`src/rtl/reg_busif_pkg.sv`:
```
// Shared types and helpers for the reg_busif register-bank initiator.
// The state and error-cause enums are carried on debug outputs so checkers can bind to them.
package reg_busif_pkg;

    typedef enum logic [1:0] {
        IDLE,
        ACCESS,
        RESP
    } state_e;

    typedef enum logic [2:0] {
        ERR_NONE,
        ERR_ALIGN,
        ERR_RANGE,
        ERR_RO,
        ERR_INTG
    } err_cause_e;

    // Widest data path be_to_mask supports; callers cast to and from their own width.
    localparam int unsigned MaxDW = 256;
    localparam int unsigned MaxBE = MaxDW / 8;

    function automatic logic [MaxDW-1:0] be_to_mask(input logic [MaxBE-1:0] be);
        logic [MaxDW-1:0] mask;
        mask = '0;
        for (int unsigned k = 0; k < MaxBE; k++) begin
            mask[k*8 +: 8] = {8{be[k]}};
        end
        return mask;
    endfunction

endpackage

```
`src/rtl/reg_busif_decode.sv`:
```
// Address decode for reg_busif: one-hot register select, register index and error cause.
// Purely combinational; sel is all-zero whenever the access is in error.
module reg_busif_decode
    import reg_busif_pkg::*;
#(
    parameter int unsigned        NumRegs = 8,
    parameter int unsigned        AW      = 5,
    parameter logic [NumRegs-1:0] RoMask  = '0
) (
    input  logic [AW-1:0]      addr,
    input  logic               we,
    output logic [NumRegs-1:0] sel,
    output logic [AW-3:0]      idx,
    output err_cause_e         cause
);

    logic [NumRegs-1:0] hit;

    assign idx = addr[AW-1:2];

    always_comb begin
        hit = '0;
        for (int unsigned i = 0; i < NumRegs; i++) begin
            hit[i] = (32'(idx) == i);
        end

        // No hit at all means the index lies beyond the implemented bank.
        cause = ERR_NONE;
        if (addr[1:0] != 2'b00) begin
            cause = ERR_ALIGN;
        end else if (hit == '0) begin
            cause = ERR_RANGE;
        end else if (we && |(hit & RoMask)) begin
            cause = ERR_RO;
        end

        sel = (cause == ERR_NONE) ? hit : '0;
    end

endmodule

```
`src/rtl/reg_busif.sv`:
```
// Bus-side initiator for a bank of sw registers: req/gnt in, one-cycle we/re strobes out, response back.
// Optional write-data parity checking is compiled in with the REG_BUSIF_INTG_EN macro.
module reg_busif
    import reg_busif_pkg::*;
#(
    parameter int unsigned        NumRegs = 8,
    parameter int unsigned        DW      = 32,
    parameter int unsigned        AW      = 5,
    parameter logic [NumRegs-1:0] RoMask  = '0
) (
    input  logic                  clk_i,
    input  logic                  rst_i,
    input  logic                  req_i,
    input  logic                  we_i,
    input  logic [AW-1:0]         addr_i,
    input  logic [DW-1:0]         wdata_i,
    input  logic [DW/8-1:0]       be_i,
    input  logic [DW/8-1:0]       wpar_i,
    output logic                  gnt_o,
    output logic                  rvalid_o,
    input  logic                  rready_i,
    output logic [DW-1:0]         rdata_o,
    output logic                  err_o,
    output logic [NumRegs-1:0]    reg_we_o,
    output logic [NumRegs-1:0]    reg_re_o,
    output logic [DW-1:0]         reg_wd_o,
    input  logic [NumRegs*DW-1:0] reg_qs_i,
    output state_e                dbg_state_o,
    output err_cause_e            dbg_err_cause_o,
    output logic [AW-3:0]         dbg_idx_o
);

    localparam int unsigned NB = DW / 8;

    // Handshakes: a request transfers on a cycle with req_i && gnt_o; a response transfers on a
    // cycle with rvalid_o && rready_i, and rdata_o/err_o stay fixed from rvalid_o rising until then.
    state_e             state_q, state_d;
    logic               we_q;
    logic [AW-1:0]      addr_q;
    logic [DW-1:0]      wdata_q;
    logic [NB-1:0]      be_q;
    logic [DW-1:0]      rdata_q;
    logic               err_q;
    logic [NumRegs-1:0] sel;
    err_cause_e         dec_cause, cause;
    logic               access_ok;
    logic [DW-1:0]      qs_sel, bemask;
    logic               accept;

    reg_busif_decode #(
        .NumRegs (NumRegs),
        .AW      (AW),
        .RoMask  (RoMask)
    ) u_decode (
        .addr  (addr_q),
        .we    (we_q),
        .sel   (sel),
        .idx   (dbg_idx_o),
        .cause (dec_cause)
    );

    assign accept = (state_q == IDLE) && req_i;

`ifdef REG_BUSIF_INTG_EN
    logic [NB-1:0] wpar_q;
    logic          intg_err;

    always_ff @(posedge clk_i) begin
        if (rst_i) begin
            wpar_q <= '0;
        end else if (accept) begin
            wpar_q <= wpar_i;
        end
    end

    // Every byte is checked, enabled or not, since the whole word crossed the bus.
    always_comb begin
        intg_err = 1'b0;
        for (int unsigned k = 0; k < NB; k++) begin
            if ((^wdata_q[k*8 +: 8]) != wpar_q[k]) intg_err = 1'b1;
        end
        cause = dec_cause;
        if (dec_cause == ERR_NONE && we_q && intg_err) cause = ERR_INTG;
    end
`else
    logic unused_wpar;
    assign unused_wpar = ^wpar_i;
    assign cause       = dec_cause;
`endif

    assign access_ok = (cause == ERR_NONE);
    assign bemask    = DW'(be_to_mask(MaxBE'(be_q)));

    always_comb begin
        qs_sel = '0;
        for (int unsigned i = 0; i < NumRegs; i++) begin
            if (sel[i]) qs_sel = reg_qs_i[i*DW +: DW];
        end
    end

    always_ff @(posedge clk_i) begin
        if (rst_i) begin
            state_q <= IDLE;
            we_q    <= 1'b0;
            addr_q  <= '0;
            wdata_q <= '0;
            be_q    <= '0;
            rdata_q <= '0;
            err_q   <= 1'b0;
        end else begin
            state_q <= state_d;
            if (accept) begin
                we_q    <= we_i;
                addr_q  <= addr_i;
                wdata_q <= wdata_i;
                be_q    <= be_i;
            end
            // Read data is taken in the strobe cycle, i.e. before any read-clear lands.
            if (state_q == ACCESS) begin
                err_q   <= !access_ok;
                rdata_q <= (!we_q && access_ok) ? qs_sel : '0;
            end
        end
    end

    always_comb begin
        state_d  = state_q;
        gnt_o    = 1'b0;
        reg_we_o = '0;
        reg_re_o = '0;
        reg_wd_o = '0;
        unique case (state_q)
            IDLE: begin
                gnt_o = req_i;
                if (req_i) state_d = ACCESS;
            end
            ACCESS: begin
                if (access_ok) begin
                    if (we_q) begin
                        reg_we_o = sel;
                        reg_wd_o = (wdata_q & bemask) | (qs_sel & ~bemask);
                    end else begin
                        reg_re_o = sel;
                    end
                end
                state_d = RESP;
            end
            RESP: begin
                if (rready_i) state_d = IDLE;
            end
            default: state_d = IDLE;
        endcase
    end

    assign rvalid_o        = (state_q == RESP);
    assign rdata_o         = rvalid_o ? rdata_q : '0;
    assign err_o           = rvalid_o & err_q;
    assign dbg_state_o     = state_q;
    assign dbg_err_cause_o = cause;

endmodule
```
`config.mk`:
```
export PLATFORM = sky130hd
export DESIGN_NAME = reg_busif
export DESIGN_NICKNAME = d
export VERILOG_FILES = /design/src/rtl/reg_busif_pkg.sv /design/src/rtl/reg_busif_decode.sv /design/src/rtl/reg_busif.sv
export SDC_FILE = /design/constraint.sdc
export NUM_CORES = 1
export LEC_CHECK = 0
export CELL_PAD_IN_SITES_DETAIL_PLACEMENT = 1
export CELL_PAD_IN_SITES_GLOBAL_PLACEMENT = 2
export CORE_AREA = 2 2 156 158
export DETAILED_ROUTE_END_ITERATION = 8
export DIE_AREA = 0 0 158 160
export DONT_BUFFER_PORTS = 1
export GPL_ROUTABILITY_DRIVEN = 0
export PLACE_DENSITY = 0.76
export SYNTH_ARGS = -nofsm -noshare
export SYNTH_HDL_FRONTEND = slang
export SYNTH_SLANG_ARGS = --single-unit
```
`constraint.sdc`:
```
create_clock -name clk_i -period 4.1 [get_ports clk_i]
set_clock_uncertainty 0.05 [all_clocks]
set_input_delay 0.615 -clock clk_i [delete_from_list [all_inputs] [get_ports clk_i]]
set_output_delay 0.615 -clock clk_i [all_outputs]
set_load 0.02 [all_outputs]
```
Yosys cells after proc, flatten, opt, wreduce, memory -nomap -nowiden
Index checks and enable logic that the tools add are counted.
Widths: inputs -> output; s select.
{"block": "op_classes", "eq_ne": 11, "reduce_logical": 10, "muxes": 26, "n_bitwise": 5}
{"cell": "$mux 32", "n": 13}
{"cell": "$and 32x32->32", "n": 2}
{"cell": "$mux 8", "n": 7}
{"cell": "$not 32->32", "n": 1}
{"cell": "$or 32x32->32", "n": 1}
{"cell": "$eq 3x3->1 const B", "n": 4}
{"cell": "$logic_not 8->1", "n": 1}
{"cell": "$mux 2", "n": 4}
{"cell": "$eq 3x2->1 const B", "n": 2}
{"cell": "$logic_not 3->1", "n": 2}
{"cell": "$pmux 2 s3", "n": 1}
{"cell": "$eq 3x1->1 const B", "n": 1}
{"cell": "$eq 2x1->1 const B", "n": 1}
{"cell": "$eq 2x2->1 const B", "n": 1}
{"cell": "$logic_and 1x1->1", "n": 2}
{"cell": "$logic_not 1->1", "n": 2}
{"cell": "$logic_not 2->1", "n": 1}
{"cell": "$ne 2x1->1 const B", "n": 1}
{"cell": "$ne 2x2->1 const B", "n": 1}
{"cell": "$reduce_and 2->1", "n": 1}
{"cell": "$reduce_bool 2->1", "n": 1}
{"cell": "$and 1x1->1", "n": 1}
{"cell": "$mux 1", "n": 1}
{"block": "word_totals", "in_bits": 306, "output_inout_bits": 91, "wordCells": 59, "reg_bits": 77}

Depth between registers and ports, before layout
{"block": "logic_depth", "word_depth": 19, "mapped_depth": 8, "depth_no_buf": 6}

Hierarchy
A second synthesis with hierarchy kept.
{"block": "unflattened", "cells_unflattened": 733, "area_unflattened_um2": 5412.7}
{"mod": "reg_busif", "n_inst": 1, "area_per_inst_um2": 5283.8, "cells_each": 713, "seq_area_each_um2": 1541.5}
{"mod": "reg_busif_decode", "n_inst": 1, "area_per_inst_um2": 128.9, "cells_each": 20, "seq_area_each_um2": 0.0}

Worst setup path after synthesis
No wires, ideal clock.
{"block": "synth_timing", "kind": "flip-flop to output port", "startpoint": "reg addr_q[0]", "endpoint": "out reg_wd_o[27]", "required_ns": 3.435, "stages_incl_launch_ff": 9, "t_arrival_ns": 2.273, "setup_slack_ns": 1.162, "path_buffers": 3, "cell_sequence": "dfxtp_1 -> buf_6 -> or4b_4 -> buf_6 -> buf_6 -> o22ai_1 -> o2bb2ai_1 -> a31oi_1 -> o41ai_1"}
{"block": "synth_via", "elab_chain_len": 17}
{"item": "from (decl)", "line_no": "reg_busif.sv:39", "source": "logic [AW-1:0] addr_q;"}
{"item": "from (signal assigned)", "line_no": "reg_busif.sv:114", "source": "addr_q <= addr_i;"}
{"item": "$reduce_bool 2->1 (*)", "line_no": "reg_busif_decode.sv:29", "source": "if (addr[1:0] != 2'b00) begin"}
{"item": "$mux 2 (*)", "line_no": "reg_busif_decode.sv:29"}
{"item": "$logic_not 3->1 (*)", "line_no": "reg_busif_decode.sv:37, reg_busif.sv:91"}
{"item": "$mux 8", "line_no": "reg_busif_decode.sv:37", "source": "sel = (cause == ERR_NONE) ? hit : '0;"}
{"item": "$mux 32 (8 in series)", "line_no": "reg_busif.sv:97", "source": "if (sel[i]) qs_sel = reg_qs_i[i*DW +: DW];"}
{"item": "$and 32x32->32", "line_no": "reg_busif.sv:141", "source": "reg_wd_o = (wdata_q & bemask) | (qs_sel & ~bemask);"}
{"item": "$or 32x32->32", "line_no": "reg_busif.sv:141"}
{"item": "$mux 32", "line_no": "reg_busif.sv:139", "source": "if (we_q) begin"}
{"item": "$mux 32 (*)", "line_no": "reg_busif.sv:138", "source": "if (access_ok) begin"}
{"item": "$mux 32 (*)", "line_no": "reg_busif.sv:132", "source": "unique case (state_q)"}
{"item": "to (decl)", "line_no": "reg_busif.sv:26", "source": "output logic [DW-1:0] reg_wd_o,"}
Mark *: on every way between the ends. The rest lies on a longest branch, timed or not.

Final worst setup path
{"block": "layout_timing", "startpoint": "reg addr_q[3]", "endpoint": "out reg_wd_o[6]"}
{"block": "layout_via", "elab_chain_len": 19, "elab_cells_between_ends": 26, "cone_classes": "7 x eq/ne; 14 x mux; 2 x bitwise; 3 x reduce/logical"}
{"item": "$eq 3x1->1 (tied with other cells)", "line_no": "reg_busif_decode.sv:24", "source": "hit[i] = (32'(idx) == i);"}
{"item": "$logic_not 8->1", "line_no": "reg_busif_decode.sv:31", "source": "end else if (hit == '0) begin"}
{"item": "$mux 2", "line_no": "reg_busif_decode.sv:31"}
{"item": "$mux 2", "line_no": "reg_busif_decode.sv:29"}
{"item": "$logic_not 3->1", "line_no": "reg_busif_decode.sv:37, reg_busif.sv:91"}
{"item": "$mux 8", "line_no": "reg_busif_decode.sv:37"}
{"item": "$mux 32 (8 in series)", "line_no": "reg_busif.sv:97"}
{"item": "$and 32x32->32", "line_no": "reg_busif.sv:141"}
{"item": "$or 32x32->32", "line_no": "reg_busif.sv:141"}
{"item": "$mux 32", "line_no": "reg_busif.sv:139"}
{"item": "$mux 32 (*)", "line_no": "reg_busif.sv:138"}
{"item": "$mux 32 (*)", "line_no": "reg_busif.sv:132"}
Marked as above.

==> results.sh <==
export IMPL_status="finished, final reports clean"
export IMPL_ys_ff_latch=77
export IMPL_grt_pass1_vias=7098
export IMPL_clockBufferDepth=2
export IMPL_die_y_um=160
export IMPL_hp_class="in2reg"
export IMPL_drtPass1Iterations=5
export IMPL_cp_start_kind="register"
export IMPL_cts_tree="done"
export IMPL_maxSlewHeadroom_pct=30.3
export IMPL_dieWidth_um=158
export IMPL_antenna_found_initial=5
export IMPL_hold_viol=0
export IMPL_cts_sinks=77
export IMPL_crit_arrival_ns=3.22
export IMPL_rsz0062_at_grt="false"
export IMPL_ys_warn_count=0
export IMPL_numCtsBuffers=9
export IMPL_power_frac_comb_pct=26.3
export IMPL_setup_viol=0
export IMPL_required_ns=3.43
export IMPL_clk_pin_slew_ns=0.07
export IMPL_power_density_mw_per_mm2=327
export IMPL_wl_per_cell_um=28.9
export IMPL_dp_hpwl_mm=27.3
export IMPL_synth_cells=877
export IMPL_drive_gt1_share_pct=14.5
export IMPL_postRouteAntennaNets=0
export IMPL_first_iter_violations=550
export IMPL_nets=1161
export IMPL_finalCritPeriodShare_pct=94.6
export IMPL_clk_latency_ns=0.35
export IMPL_synth_ff_type="dfxtp_1"
export IMPL_syn_to_final_growth_pct=13.0
export IMPL_fmax_ghz=0.258
export IMPL_cp_max_fo=28
export IMPL_tightest_slew_ns=1.04
export IMPL_gr_usage_all_layers_pct=25.9
export IMPL_stdcell_count=1190
export IMPL_drv_cap=0
export IMPL_seq_power_share_pct=36.7
export IMPL_avgSynthCellArea_sq_um=7.10
export IMPL_grt_pass1_wl_mm=47.5
export IMPL_min_period_ns=3.88
export IMPL_power_internal_mw=1.48
export IMPL_num_vias=7024
export IMPL_post_route_drc_count=0
export IMPL_end_kind="output port"
export IMPL_dp_cells=1168
export IMPL_initial_core_util_pct=26.1
export IMPL_h_tree_depth=3
export IMPL_drt_vias_per_instance=5.90
export IMPL_p_switching_uw=816
export IMPL_synth_distinct_cells=62
export IMPL_synth_edff_count=0
export IMPL_final_cell_mix="nand2_1 (153), a21oi_1 (113), dfxtp_1 (74), buf_4 (58), o21ai_0 (46)"
export IMPL_num_rows=57
export IMPL_io_pin_count=397
export IMPL_numPortBuffers=0
export IMPL_nFillCells=2970
export IMPL_final_common_cell="nand2_1"
export IMPL_cts_root_buf="clkbuf_16"
export IMPL_synthArstFlopShare_pct=0
export IMPL_peakVddDrop_mv=0.150
export IMPL_wirelength_mm=34.4
export IMPL_grt_max_degree=60
export IMPL_final_max_slew_viol_count=0
export IMPL_grt_overflow=0
export IMPL_synth_seq_area_share_pct=24.8
export IMPL_swShare_pct=35.5
export IMPL_syn_area_sq_mm=0.00622
export IMPL_path_class="reg2out"
export IMPL_leakage_nw=2.45
export IMPL_ctsHoldBuffers=0
export IMPL_clockPowerShare_pct=37.0
export IMPL_core_area_sq_mm=0.0238
export IMPL_dieArea_sq_mm=0.0253
export IMPL_fin_tns_setup_ns=0
synthesized netlist by cell type (6+ instances only):
master	n	area share, %
nand2_1	154	9.3
a22oi_1	10	1.2
mux2i_1	7	1.1
clkbuf_1	59	3.6
a2111oi_2	8	1.9
a21boi_0	11	1.3
o21a_1	7	0.84
and2_1	38	3.8
dfxtp_1	77	25
mux2_2	9	1.6
o22ai_1	9	0.90
buf_2	21	1.7
a22o_1	13	1.8
nand2b_1	9	0.90
a21o_1	7	0.84
a221o_1	8	1.3
o31ai_1	22	2.7
a2bb2oi_1	7	0.99
nor3_1	17	1.4
a31oi_1	11	1.1
o2bb2ai_1	19	2.7
and3b_1	12	1.7
o21ai_0	46	3.7
buf_4	7	0.84
a21oi_1	113	9.1
a32oi_1	12	1.7
mux4_2	6	2.2
inv_1	17	1.0
nor2_1	34	2.1
a221oi_1	9	1.3
nand3_1	33	2.7
through the flow:
step / hold WS (ns) / util (%) / total power, mW / cell area [sq um] / setup WS [ns]
2_1_floorplan: 0.367 / - / 1.25 / 6230 / 1.16
3_3_place_gp: 0.376 / 28.2 / 1.46 / 6710 / 0.487
3_5_place_dp: 0.383 / 28.2 / 1.47 / 6710 / 0.431
4_1_cts: 0.264 / 29.4 / 2.33 / 7010 / 0.0498
5_1_grt: 0.266 / 29.5 / 2.41 / 7020 / 0.110
6_report: 0.278 / 29.5 / 2.30 / 7030 / 0.220
layer usage:
| metal | GRT usage [%] | part of all wire [%] | vias to the layer above |
|---|---|---|---|
| met3 | 5.86 | 7.3 | 22 |
| met1 | 31.6 | 41 | 3514 |
| met5 | 0 | 0 | - |
| li1 | - | - | 3161 |
| met2 | 45.7 | 50 | 327 |
| met4 | 6.22 | 1.5 | 0 |
worst max-delay path, stage by stage, from the launching register on:
cell and delay, ns:
dfxtp_2 0.79, and2_1 0.70, a221oi_1 0.21, a2111oi_2 0.78
o31ai_1 0.19, buf_4 0.20
flip-flops by register name, indices dropped and copies added, names as in the netlist:
signal,cells
err_q,1
addr_q,5
wdata_q,32
we_q,1
dbg_state_o,2
rdata_q,32
be_q,4
final timing paths:
| kind | start | end | slack (ns) | depth (start not counted) |
|---|---|---|---|---|
| setup / recovery | addr_q[3]$_SDFFE_PP0P_ | reg_wd_o[6] | 0.22 | 5 |
| hold / removal | rst_i | dbg_state_o[1]$_SDFFE_PP0P_ | 0.28 | 1 |
| setup reg to reg | addr_q[3]$_SDFFE_PP0P_ | rdata_q[6]$_SDFFE_PP0P_ | 1.26 | 4 |
| hold reg to reg | rdata_q[2]$_SDFFE_PP0P_ | rdata_q[2]$_SDFFE_PP0P_ | 0.39 | 2 |
cell families (layout without fill, tap and decap cells):
family	after synthesis	after routing	synth area share [%]
buffers and inverters	113	95	8.02
multiplexers	22	22	4.93
AO/OA/AOI/OAI	337	337	36.9
AND/OR/NAND/NOR	327	327	25.3
other	1	8	0.0603
flip-flops	77	77	24.8
power by group through the flow:
stage	sequential, mW	combinational [mW]	clock, mW
finish	0.844	0.605	0.852
global route	0.850	0.654	0.907
CTS	0.844	0.607	0.877
detailed placement	0.861	0.606	0
global placement	0.859	0.597	0
floorplan	0.827	0.421	0
repair_timing:
action | 4_1_cts | 5_1_grt
endpoints found under the setup margin | 0 | 4
gates resized for setup | 0 | 1
buffers inserted | 0 | 0
cell type report:
cell class	count	area (sq um)	share of cell area [%]
repair buffers	59	455	6.48
clock buffers	9	225	3.20
inverters	20	75.1	1.07
well taps	324	405	5.77
flip-flops and latches	77	1550	22.0
clock inverters	7	80.1	1.14
multi-input cells	688	4230	60.2
diodes	6	15.0	0.214
No activity file was read; power rests on OpenSTA's default activity.
